[config.mk]
export PLATFORM = sky130hd
export DESIGN_NAME = uart_rx_fifo
export DESIGN_NICKNAME = d
export VERILOG_FILES = /design/src/rtl/uart_rx_fifo.sv
export SDC_FILE = /design/constraint.sdc
export NUM_CORES = 1
export LEC_CHECK = 0
export BUFFER_PORTS_ARGS = -buffer_cell sky130_fd_sc_hd__buf_2
export CORE_MARGIN = 1
export CORE_UTILIZATION = 60
export CTS_CLUSTER_DIAMETER = 30
export DETAILED_ROUTE_END_ITERATION = 12
export GPL_ROUTABILITY_DRIVEN = 0
export PLACE_DENSITY_LB_ADDON = 0.12
export SLEW_MARGIN = 5
export SYNTH_ARGS = -nofsm -noshare
export SYNTH_HDL_FRONTEND = slang
export SYNTH_SLANG_ARGS = --single-unit
[constraint.sdc]
create_clock -name clk -period 3.8 [get_ports clk]
set_clock_uncertainty 0.05 [all_clocks]
set_input_delay 0.76 -clock clk [delete_from_list [all_inputs] [get_ports clk]]
set_output_delay 0.76 -clock clk [all_outputs]
set_load 0.005 [all_outputs]
[src/rtl/uart_rx_fifo.sv]
// Receive buffer behind a UART receiver: syncs rx_done, waits for the data to settle, stores
// frames in a show-ahead FIFO. Optional macro UART_RX_FIFO_ERR_DROP_EN drops errored frames.
module uart_rx_fifo #(
    parameter int unsigned DEPTH         = 16,
    parameter int unsigned SETTLE_CYCLES = 4
) (
    input  logic                     clk,
    input  logic                     reset_n,
    input  logic                     rx_done,
    input  logic [7:0]               rx_data,
    input  logic                     rx_frame_err,
    input  logic                     rx_parity_err,
    output logic                     rd_valid,
    input  logic                     rd_ready,
    output logic [7:0]               rd_data,
    output logic                     rd_frame_err,
    output logic                     rd_parity_err,
    output logic                     full,
    output logic                     empty,
    output logic [$clog2(DEPTH):0]   level,
    output logic                     overrun,
    input  logic                     overrun_clr
`ifdef UART_RX_FIFO_ERR_DROP_EN
    ,
    output logic [15:0]              err_drop_cnt
`endif
);

    localparam int unsigned AW = $clog2(DEPTH);
    localparam logic [3:0] SETTLE_INIT = 4'(SETTLE_CYCLES - 1);
    localparam logic [AW:0] LEVEL_FULL = (AW + 1)'(DEPTH);

    typedef enum logic [1:0] {
        StIdle,
        StWait,
        StWrite
    } state_e;

    logic          sync1_q, sync2_q, edge_q;
    logic          done_rise;
    state_e        state_q;
    logic [3:0]    cnt_q;

    logic [9:0]    mem_q [DEPTH];
    logic [AW-1:0] wr_ptr_q, rd_ptr_q;
    logic [AW:0]   level_q, level_d;
    logic          full_q, empty_q, overrun_q;
    logic          push, pop, wr_en, overrun_set;
    logic [9:0]    head;

    // Flops reset to 1 so a receiver already signalling done at reset release is not captured.
    always_ff @(posedge clk or negedge reset_n) begin
        if (!reset_n) begin
            sync1_q <= 1'b1;
            sync2_q <= 1'b1;
            edge_q  <= 1'b1;
        end else begin
            sync1_q <= rx_done;
            sync2_q <= sync1_q;
            edge_q  <= sync2_q;
        end
    end

    assign done_rise = sync2_q & ~edge_q;

    // Capture FSM: edges arriving outside StIdle are ignored.
    always_ff @(posedge clk or negedge reset_n) begin
        if (!reset_n) begin
            state_q <= StIdle;
            cnt_q   <= '0;
        end else begin
            case (state_q)
                StIdle: begin
                    if (done_rise) begin
                        state_q <= StWait;
                        cnt_q   <= SETTLE_INIT;
                    end
                end
                StWait: begin
                    if (cnt_q == '0) begin
                        state_q <= StWrite;
                    end else begin
                        cnt_q <= cnt_q - 4'd1;
                    end
                end
                StWrite: state_q <= StIdle;
                default: state_q <= StIdle;
            endcase
        end
    end

`ifdef UART_RX_FIFO_ERR_DROP_EN
    logic err_frame;
    assign err_frame = rx_frame_err | rx_parity_err;
    assign push      = (state_q == StWrite) & ~err_frame;

    always_ff @(posedge clk or negedge reset_n) begin
        if (!reset_n) begin
            err_drop_cnt <= '0;
        end else if ((state_q == StWrite) && err_frame && (err_drop_cnt != 16'hFFFF)) begin
            err_drop_cnt <= err_drop_cnt + 16'd1;
        end
    end
`else
    assign push = (state_q == StWrite);
`endif

    assign pop         = rd_valid & rd_ready;
    assign wr_en       = push & (~full_q | pop);
    assign overrun_set = push & full_q & ~pop;

    always_comb begin
        level_d = level_q;
        if (wr_en && !pop) begin
            level_d = level_q + 1'b1;
        end else if (!wr_en && pop) begin
            level_d = level_q - 1'b1;
        end
    end

    always_ff @(posedge clk) begin
        if (wr_en) begin
            mem_q[wr_ptr_q] <= {rx_parity_err, rx_frame_err, rx_data};
        end
    end

    always_ff @(posedge clk or negedge reset_n) begin
        if (!reset_n) begin
            wr_ptr_q  <= '0;
            rd_ptr_q  <= '0;
            level_q   <= '0;
            full_q    <= 1'b0;
            empty_q   <= 1'b1;
            overrun_q <= 1'b0;
        end else begin
            if (wr_en) begin
                wr_ptr_q <= wr_ptr_q + 1'b1;
            end
            if (pop) begin
                rd_ptr_q <= rd_ptr_q + 1'b1;
            end
            level_q <= level_d;
            full_q  <= (level_d == LEVEL_FULL);
            empty_q <= (level_d == '0);
            // A lost frame outranks a simultaneous clear.
            if (overrun_set) begin
                overrun_q <= 1'b1;
            end else if (overrun_clr) begin
                overrun_q <= 1'b0;
            end
        end
    end

    assign head          = mem_q[rd_ptr_q];
    assign rd_valid      = ~empty_q;
    assign rd_data       = rd_valid ? head[7:0] : 8'h00;
    assign rd_frame_err  = rd_valid & head[8];
    assign rd_parity_err = rd_valid & head[9];
    assign full          = full_q;
    assign empty         = empty_q;
    assign level         = level_q;
    assign overrun       = overrun_q;

endmodule

==> flow_summary_export.csv, run 1 <==
group,metric,value,unit
run_status,status,"finished clean",
sta,max_freq,0.3041,GHz
setup_path,arrival,2.48,ns
finish,drive_above_1_share,0.2907,
synth,synth_edf_count,160,
place,io_buffers,33,
cts,cts.sinks,185,
global_route,grt.overflow.total,0,
setup_path,max_stage_delay,0.57,ns
die,die_w,112.8,um
drt,ant_nets,0,
setup_path,crit_type,"register to output port",
setup_path,path_depth,5,
synth,async_reset_ff_frac,0.1351,
sta,timing.setup.tns,0,ns
synth,dominantRegCellSynth,"edfxtp_1",
setup_path,crit_start,"rd_ptr_q[0]$_DFFE_PN0P_",
global_route,grt_max_degree,35,
sta,rsz0062_at_grt,"false",
synth,synth_nets,398,
place,placed_area,0.007704,sq mm
setup_path,critPathRequiredTime,2.99,ns
die,core_area,0.01201,sq mm
sta,hold_slack,0.2547,ns
power_and_ir_drop,p_comb_frac,0.280,
global_route,grt_antenna_before_repair,0,
setup_path,crit_buf_inv,2,
global_route,grt_pass1_wl,21620,um
setup_path,timing.rr.end,"mem_q[2][2]$_DFFE_PP_",
synth,synth_area,0.007368,sq mm
setup_path,r2r_slack,1.36,ns
power_and_ir_drop,p_sw,1659,uW
drt,drc,0,
sta,relSlewSlack,0.4989,
cts,clock_path_buffers,2,
synth,synth.distinct_cells,41,
setup_path,cp_max_fo,16,
sta,fin_crit_sh,0.8654,
setup_path,crit_path_top_delay_cell,"dfrtp_2",
finish,nets,440,
finish,final_area,0.008252,sq mm
run,max-cap-violations,0,
synth,netlist_instances,375,
cts,clk_latency,0.43,ns
die,start_util,0.6134,
finish,final_cell_mix,"edfxtp_1, mux4_2, buf_2, mux2i_1, dfrtp_1",
setup_path,critical_path.endpoint_type,"output port",
setup_path,cp-start-kind,"register",
drt,drtIter0Drc,334,
cts,cts_setup_buffers,0,
sta,min_period,3.288,ns
cts,cts-root-buf,"clkbuf_16",
die,die-area,0.01273,sq mm
sta,worst_pin_slew,0.7516,ns
power_and_ir_drop,ir_worst_vdd,0.0004258,V
sta,setup_viol,0,
drt,routed_wirelength,14100,um
setup_path,path_cells,"buf_4 -> mux4_2 -> mux2i_1 -> o22ai_1 -> buf_2",
setup_path,r2r-start,"empty$_DFF_PN1_",
sta,hold_violations,0,
cts,cts_resized,0,
power_and_ir_drop,pwr-share-clk,0.288,
power_and_ir_drop,leakagePower,0.002865,uW
finish,diodes,0,
synth,synth_top_area_share,0.6521,
synth,synth.yosys.seq_area_share,0.7376,
die,die_h,112.8,um
setup_path,crit_family,"multiplexers",
finish,final_common_cell,"edfxtp_1",
power_and_ir_drop,p_sw_frac,0.2927,
drt,num_vias,3631,
synth,yosysTopAreaCell,"edfxtp_1",
setup_path,endpoint,"rd_data[4]",
min_path,hold_path.class,"primary input to asynchronous set/reset pin",
synth,synth_area_per_cell,19.65,sq um
cts,hold_buffers,0,
die,fp-row-count,40,
cts,cts_tree,"done",
cts,htree_levels,4,
drt,via_per_inst,6.293,
synth,synth_warnings,0,
synth,ys_ff_latch,185,
cts,path_clk_slew,0.06,ns
power_and_ir_drop,seq_power_share,0.432,
synth,synth_top_cells_by_area,"edfxtp_1, mux4_2, dfrtp_1",
global_route,grt_pass1_vias,3661,
global_route,track_usage,0.2474,
cts,numCtsBuffers,17,
power_and_ir_drop,power_density,687.1,mW/mm^2
drt,wl_per_cell,24.44,um
power_and_ir_drop,internal-power,4010,uW
sta,maxSlewViolCount,0,
die,ios,34,
setup_path,rr_worst_depth,4,
place,hpwl,8626,um
drt,first_pass_iters,5,
finish,area_growth,11.99,%
[cell usage after synthesis (8+ instances only)]
cell,instances
inv_1,9
mux2i_1,20
mux4_2,40
buf_2,8
xnor2_1,8
nand2_1,13
nor2_1,9
ha_1,8
and2_1,13
edfxtp_1,160
o22ai_1,11
dfrtp_1,21
[through the flow]
step | utilization | total power, uW | setup WS [ns] | std cells
2_1_floorplan | - | 3581 | 1.461 | 375
3_3_place_gp | 0.6414 | 4060 | 0.9485 | 545
3_5_place_dp | 0.6414 | 4100 | 0.9290 | 545
4_1_cts | 0.6870 | 5719 | 0.4707 | 577
5_1_grt | 0.6870 | 5942 | 0.3837 | 577
6_report | 0.6870 | 5669 | 0.5115 | 577
[kinds of logic after synthesis]
group / share of synthesized area
flip-flops: 0.7376
multiplexers: 0.1494
AND/OR/NAND/NOR: 0.04772
buffers and inverters: 0.01562
AO/OA/AOI/OAI: 0.02072
XOR/XNOR: 0.01528
adder cells (fa/ha/maj): 0.01359
[routing by layer]
layer | routed length (um) | track usage
met1 | 6020 | 0.3603
met3 | 1101 | 0.05945
met4 | 296 | 0.1093
met5 | 0 | 0
met2 | 6682 | 0.3638
[power groups by stage]
stage | registers (uW) | logic [uW] | clock network (uW)
after floorplan | 2420 | 1160 | 0
after global placement | 2490 | 1570 | 0
after detailed placement | 2490 | 1610 | 0
after CTS | 2450 | 1610 | 1660
after global routing | 2470 | 1730 | 1740
final | 2450 | 1590 | 1630
[flip-flops by register name, summed over array words and instances, names as in the netlist]
| signal | cells |
|---|---|
| cnt_q | 4 |
| edge_q | 1 |
| empty | 1 |
| full | 1 |
| level | 5 |
| mem_q | 160 |
| overrun | 1 |
| rd_ptr_q | 4 |
| state_q | 2 |
| sync1_q | 1 |
| sync2_q | 1 |
| wr_ptr_q | 4 |
[final cells by class]
cell class                      instances  area, sq um
Clock buffer                           19        442.9
Clock inverter                         13        105.1
Fill cell                             779         3760
Inverter                                9        33.78
Multi-Input combinational cell        164         1818
Sequential cell                       185         5438
Tap cell                              147        183.9
Timing Repair Buffer                   40        230.2
[how the worst min path moves through the flow]
stage,depth (start not counted),to,startpoint,slack [ns]
2_1_floorplan,0,sync2_q$_DFF_PN1_,sync1_q$_DFF_PN1_,0.30
3_3_place_gp,0,sync2_q$_DFF_PN1_,sync1_q$_DFF_PN1_,0.30
3_5_place_dp,0,sync2_q$_DFF_PN1_,sync1_q$_DFF_PN1_,0.30
4_1_cts,1,wr_ptr_q[1]$_DFFE_PN0P_,reset_n,0.27
5_1_grt,1,wr_ptr_q[1]$_DFFE_PN0P_,reset_n,0.30
6_report,1,wr_ptr_q[1]$_DFFE_PN0P_,reset_n,0.25
(Power assumes the default switching activity.)
==> run 2, diff against run 1 <==
- CTS_BUF_LIST: unset -> sky130_fd_sc_hd__clkbuf_16
==> run 2 against run 1 <==
- total power decreased by 0.35%
- utilization down 0.083 points
- sequential share of layout area up 0.080 points
- largest cell class unchanged
- sequential cell count did not move
- cell count stayed put
==> flow_summary_export.csv, run 2 (synthesized netlist as in run 1, its figures left out) <==
group,metric,value,unit
cts,cts_tree,"done",
die,die_w,112.8,um
cts,htree_levels,4,
sta,timing.setup.tns,0,ns
setup_path,arrival,2.49,ns
run,max-cap-violations,0,
place,io_buffers,33,
setup_path,max_stage_delay,0.57,ns
die,start_util,0.6134,
cts,numCtsBuffers,17,
drt,wl_per_cell,24.47,um
finish,final_cell_mix,"edfxtp_1, mux4_2, buf_2, mux2i_1, dfrtp_1",
cts,cts_resized,0,
finish,diodes,0,
sta,setup_viol,0,
power_and_ir_drop,leakagePower,0.002864,uW
setup_path,timing.rr.end,"mem_q[2][2]$_DFFE_PP_",
finish,multi_input_area,0.001818,sq mm
finish,final_common_cell,"edfxtp_1",
run_status,status,"finished clean",
setup_path,r2r-start,"empty$_DFF_PN1_",
cts,path_clk_slew,0.06,ns
place,hpwl,8626,um
place,dpl_worst_slack,0.9290,ns
cts,cts-root-buf,"clkbuf_16",
setup_path,cp-start-kind,"register",
cts,clk_latency,0.43,ns
sta,relSlewSlack,0.4975,
die,die-area,0.01273,sq mm
finish,regArea,0.005438,sq mm
die,fp-row-count,40,
sta,hold_slack,0.2549,ns
sta,hold_violations,0,
finish,max_flop_register,"mem_q",
die,ios,34,
die,core_area,0.01201,sq mm
drt,num_vias,3639,
power_and_ir_drop,power_density,685.5,mW/mm^2
sta,max_freq,0.3032,GHz
setup_path,crit_type,"register to output port",
cts,cts_setup_buffers,0,
setup_path,path_cells,"buf_4 -> mux4_2 -> mux2i_1 -> o22ai_1 -> buf_2",
power_and_ir_drop,ir_worst_vdd,0.0004259,V
setup_path,rr_worst_depth,4,
drt,first_pass_iters,5,
sta,maxSlewViolCount,0,
global_route,grt_pass1_wl,21620,um
global_route,grt_antenna_before_repair,0,
cts,clock_path_buffers,2,
finish,fin_util,0.6861,
setup_path,cp_max_fo,16,
sta,worst_pin_slew,0.7537,ns
drt,drc,0,
drt,ant_nets,0,
setup_path,crit_path_top_delay_cell,"dfrtp_2",
die,die_h,112.8,um
setup_path,critPathRequiredTime,2.99,ns
setup_path,critical_path.endpoint_type,"output port",
sta,fin_crit_sh,0.8680,
power_and_ir_drop,power.total,5650,uW
global_route,grt.overflow.total,0,
finish,area_growth,11.85,%
finish,drive_above_1_share,0.2884,
global_route,track_usage,0.2474,
sta,rsz0062_at_grt,"false",
finish,n_fill_cell,780,
setup_path,r2r_slack,1.36,ns
sta,postLayoutSetupSlackWorst,0.5014,ns
cts,cts.sinks,185,
min_path,hold_path.class,"primary input to asynchronous set/reset pin",
finish,nets,440,
drt,routed_wirelength,14120,um
sta,min_period,3.299,ns
global_route,grt_pass1_vias,3661,
finish,largest_reg_flops,160,
drt,via_per_inst,6.307,
global_route,grt_max_degree,35,
drt,drtIter0Drc,334,
cts,hold_buffers,0,
## run 2: changes by cell type in the layout (fill, tap and decap cells not counted)
cell | before | now
clkbuf_8 | 1 | 0
clkbuf_1 | 1 | 0
clkinv_1 | 0 | 1
inv_1 | 9 | 10
## run 2: area by class of cell
| cell class | instances | area share |
|---|---|---|
| clock buffer | 17 | 0.05162 |
| clock inverter | 15 | 0.01366 |
| inverter | 9 | 0.004099 |
| multi-input combinational | 164 | 0.2206 |
| sequential | 185 | 0.6598 |
| tap | 147 | 0.02232 |
| timing repair buffer | 40 | 0.02793 |
## run 2: how the worst max path moves through the flow
stage	from	to	slack (ns)	cells after the start
3_3_place_gp	rd_ptr_q[0]$_DFFE_PN0P_	rd_data[4]	0.95	5
6_report	rd_ptr_q[0]$_DFFE_PN0P_	rd_data[4]	0.50	5
5_1_grt	rd_ptr_q[0]$_DFFE_PN0P_	rd_data[6]	0.38	5
3_5_place_dp	rd_ptr_q[0]$_DFFE_PN0P_	rd_data[4]	0.93	5
4_1_cts	rd_ptr_q[0]$_DFFE_PN0P_	rd_data[4]	0.47	5
2_1_floorplan	rd_ptr_q[0]$_DFFE_PN0P_	rd_parity_err	1.46	5
## run 2: metal layers
metal,vias to the layer above,global-route usage,share of wire
li1,1586,-,-
met1,1887,0.3603,0.43
met2,143,0.3638,0.48
met3,23,0.05945,0.073
met4,0,0.1093,0.021
met5,-,0,0
## run 2: power breakdown
group	switching, uW	internal (uW)
sequential	141	2310
combinational	798	789
clock	724	888
total	1660	3990
## run 2: metrics by stage
| stage | cells | cell area (sq um) |
|---|---|---|
| CTS | 577 | 8242 |
| finish | 577 | 8242 |
| detailed placement | 545 | 7704 |
| global route | 577 | 8242 |
| global placement | 545 | 7704 |
| floorplan | 375 | 7368 |
## run 2: worst max-delay path: cells and delay by family (launching register included)
kind | cells | cell delay [ns]
muxes | 2 | 0.76
buffers and inverters | 2 | 0.57
DFF | 1 | 0.57
AOI/OAI and AO/OA | 1 | 0.16
==> run 3, diff against run 2 <==
- ABC_AREA: unset -> 1
==> run 3 against run 2 <==
- combinational power grew 31%
- register-to-register slack lost 0.10 ns
- critical path type unchanged
- global-route usage grew 3.3 points
- largest cell class unchanged
- clock power grew 19%
- non-clock buffer count is the same
==> flow_summary_export.csv, run 3 <==
group,metric,value,unit
run_status,status,"finished clean",
cts,clock_path_buffers,2,
setup_path,path_depth,8,
setup_path,crit_type,"register to output port",
global_route,grt.overflow.total,0,
min_path,hold_path.class,"primary input to asynchronous set/reset pin",
die,die_h,115.5,um
setup_path,timing.rr.end,"mem_q[9][6]$_DFFE_PP_",
finish,max_flop_register,"mem_q",
setup_path,crit_start,"rd_ptr_q[0]$_DFFE_PN0P_",
run,max-cap-violations,0,
sta,fin_crit_sh,0.8827,
synth,synth.yosys.seq_area_share,0.7038,
synth,synth_area,0.007722,sq mm
synth,async_reset_ff_frac,0.1351,
finish,diodes,0,
setup_path,endpoint,"rd_data[4]",
die,die_w,115.5,um
sta,hold_violations,0,
setup_path,crit_buf_inv,2,
cts,cts_setup_buffers,0,
synth,synth.distinct_cells,30,
finish,fin_util,0.6877,
power_and_ir_drop,power_density,746.0,mW/mm^2
cts,cts.sinks,185,
synth,yosysTopAreaCell,"edfxtp_1",
drt,first_pass_iters,5,
cts,hold_buffers,0,
cts,htree_levels,4,
sta,maxSlewViolCount,0,
cts,cts_tree,"done",
setup_path,cp_max_fo,82,
sta,hold_slack,0.2735,ns
synth,synth_top_area_share,0.6222,
finish,area_growth,11.92,%
drt,via_per_inst,5.942,
place,dpl_worst_slack,0.9497,ns
global_route,track_usage,0.2806,
power_and_ir_drop,leakagePower,0.003157,uW
sta,worst_pin_slew,1.107,ns
setup_path,r2r_slack,1.26,ns
synth,synth_warnings,0,
synth,synth_top_cells_by_area,"edfxtp_1, nor2_1, dfrtp_1",
setup_path,r2r-start,"empty$_DFF_PN1_",
synth,synth_area_per_cell,11.61,sq um
die,core_area,0.01257,sq mm
setup_path,path_cells,"buf_4 -> nor2_1 -> nor2_1 -> o21ai_0 -> nand3_1 -> nand3_1 -> a21oi_1 -> buf_2",
global_route,grt_antenna_before_repair,0,
finish,nets,714,
place,hpwl,10520,um
global_route,grt_pass1_vias,4851,
synth,ys_ff_latch,185,
sta,timing.setup.tns,0,ns
synth,synth.most_common_cell,"edfxtp_1",
die,die-area,0.01333,sq mm
sta,max_freq,0.2981,GHz
drt,drc,0,
die,ios,34,
drt,drtIter0Drc,538,
setup_path,crit_family,"buffers and inverters",
global_route,grt_max_degree,83,
place,io_buffers,33,
global_route,grt_pass1_wl,26720,um
drt,routed_wirelength,17410,um
synth,dominantRegCellSynth,"edfxtp_1",
sta,setup_viol,0,
cts,cts_resized,0,
setup_path,critPathRequiredTime,2.99,ns
finish,largest_reg_flops,160,
finish,drive_above_1_share,0.1195,
finish,final_cell_mix,"edfxtp_1, nor2_1, o21ai_0, nand2_1, nand3_1",
cts,numCtsBuffers,17,
drt,num_vias,5199,
finish,final_common_cell,"edfxtp_1",
sta,min_period,3.354,ns
sta,rsz0062_at_grt,"false",
synth,synth_commonest_cells,"edfxtp_1, nor2_1, o21ai_0",
die,start_util,0.6144,
drt,wl_per_cell,19.89,um
sta,postLayoutSetupSlackWorst,0.4456,ns
setup_path,cp-start-kind,"register",
setup_path,rr_worst_depth,5,
synth,synth_edf_count,160,
die,fp-row-count,41,
cts,path_clk_slew,0.06,ns
cts,cts-root-buf,"clkbuf_16",
synth,synth_nets,688,
setup_path,max_stage_delay,0.68,ns
sta,relSlewSlack,0.2590,
setup_path,arrival,2.54,ns
drt,ant_nets,0,
setup_path,crit_path_top_delay_cell,"buf_4",
cts,clk_latency,0.42,ns
synth,netlist_instances,665,
setup_path,critical_path.endpoint_type,"output port",
power_and_ir_drop,ir_worst_vdd,0.0005104,V
[run 3: cell types whose count changed after synthesis, moves of 8 or more]
| cell | previous run | this run |
|---|---|---|
| and2_1 | 13 | 0 |
| buf_2 | 8 | 17 |
| inv_1 | 9 | 21 |
| mux2i_1 | 20 | 0 |
| mux4_2 | 40 | 0 |
| nand2_1 | 13 | 76 |
| nand3_1 | 2 | 52 |
| nor2_1 | 9 | 152 |
| o211ai_1 | 0 | 18 |
| o21ai_0 | 3 | 77 |
| o22ai_1 | 11 | 0 |
| xnor2_1 | 8 | 0 |
[run 3: worst min path at each step]
stage,to,slack (ns),from,depth (start not counted)
finish,level[1]$_DFF_PN0_,0.27,reset_n,1
global route,level[3]$_DFF_PN0_,0.31,reset_n,1
global placement,sync2_q$_DFF_PN1_,0.30,sync1_q$_DFF_PN1_,0
floorplan,sync2_q$_DFF_PN1_,0.30,sync1_q$_DFF_PN1_,0
CTS,level[1]$_DFF_PN0_,0.28,reset_n,1
detailed placement,sync2_q$_DFF_PN1_,0.30,sync1_q$_DFF_PN1_,0
[run 3: cell families (layout without fill, tap and decap cells)]
logic type,Yosys count,count (layout),synth area share
compound gates,111,111,0.07923
simple gates,294,294,0.1604
fa+ha+maj,8,8,0.01296
xor+xnor,9,9,0.01021
buf+inv,58,96,0.03338
flops,185,185,0.7038
[run 3: power by group]
| group | internal (uW) | switching, uW |
|---|---|---|
| Clock | 1210 | 698 |
| Combinational | 674 | 1410 |
| Sequential | 2320 | 136 |
| Total | 4210 | 2240 |
[run 3: area by class of cell]
cell class              count  area [sq um]
clock buffers              17         425.4
clock inverters            14         211.5
fillers                   938          3925
inverters                  25         95.09
multi-input cells         422          2029
flip-flops and latches    185          5436
well taps                 172         215.2
repair buffers             40         230.2
[run 3: per-stage QoR]
step / instance area, sq um / total power (uW) / std cells
4_1_cts: 8643 / 6437 / 875
6_report: 8643 / 6448 / 875
2_1_floorplan: 7722 / 3899 / 665
3_3_place_gp: 8006 / 4481 / 844
3_5_place_dp: 8006 / 4539 / 844
5_1_grt: 8643 / 6777 / 875
[run 3: metal layers]
layer  part of all wire  track usage  routed length [um]  vias up
met2               0.47       0.4307                8145      228
met3              0.072      0.05073                1255       32
met1               0.43       0.3989                7528     2565
met4              0.027       0.1212                 476        0
li1                   -            -                   -     2374
met5                  0            0                   0        -
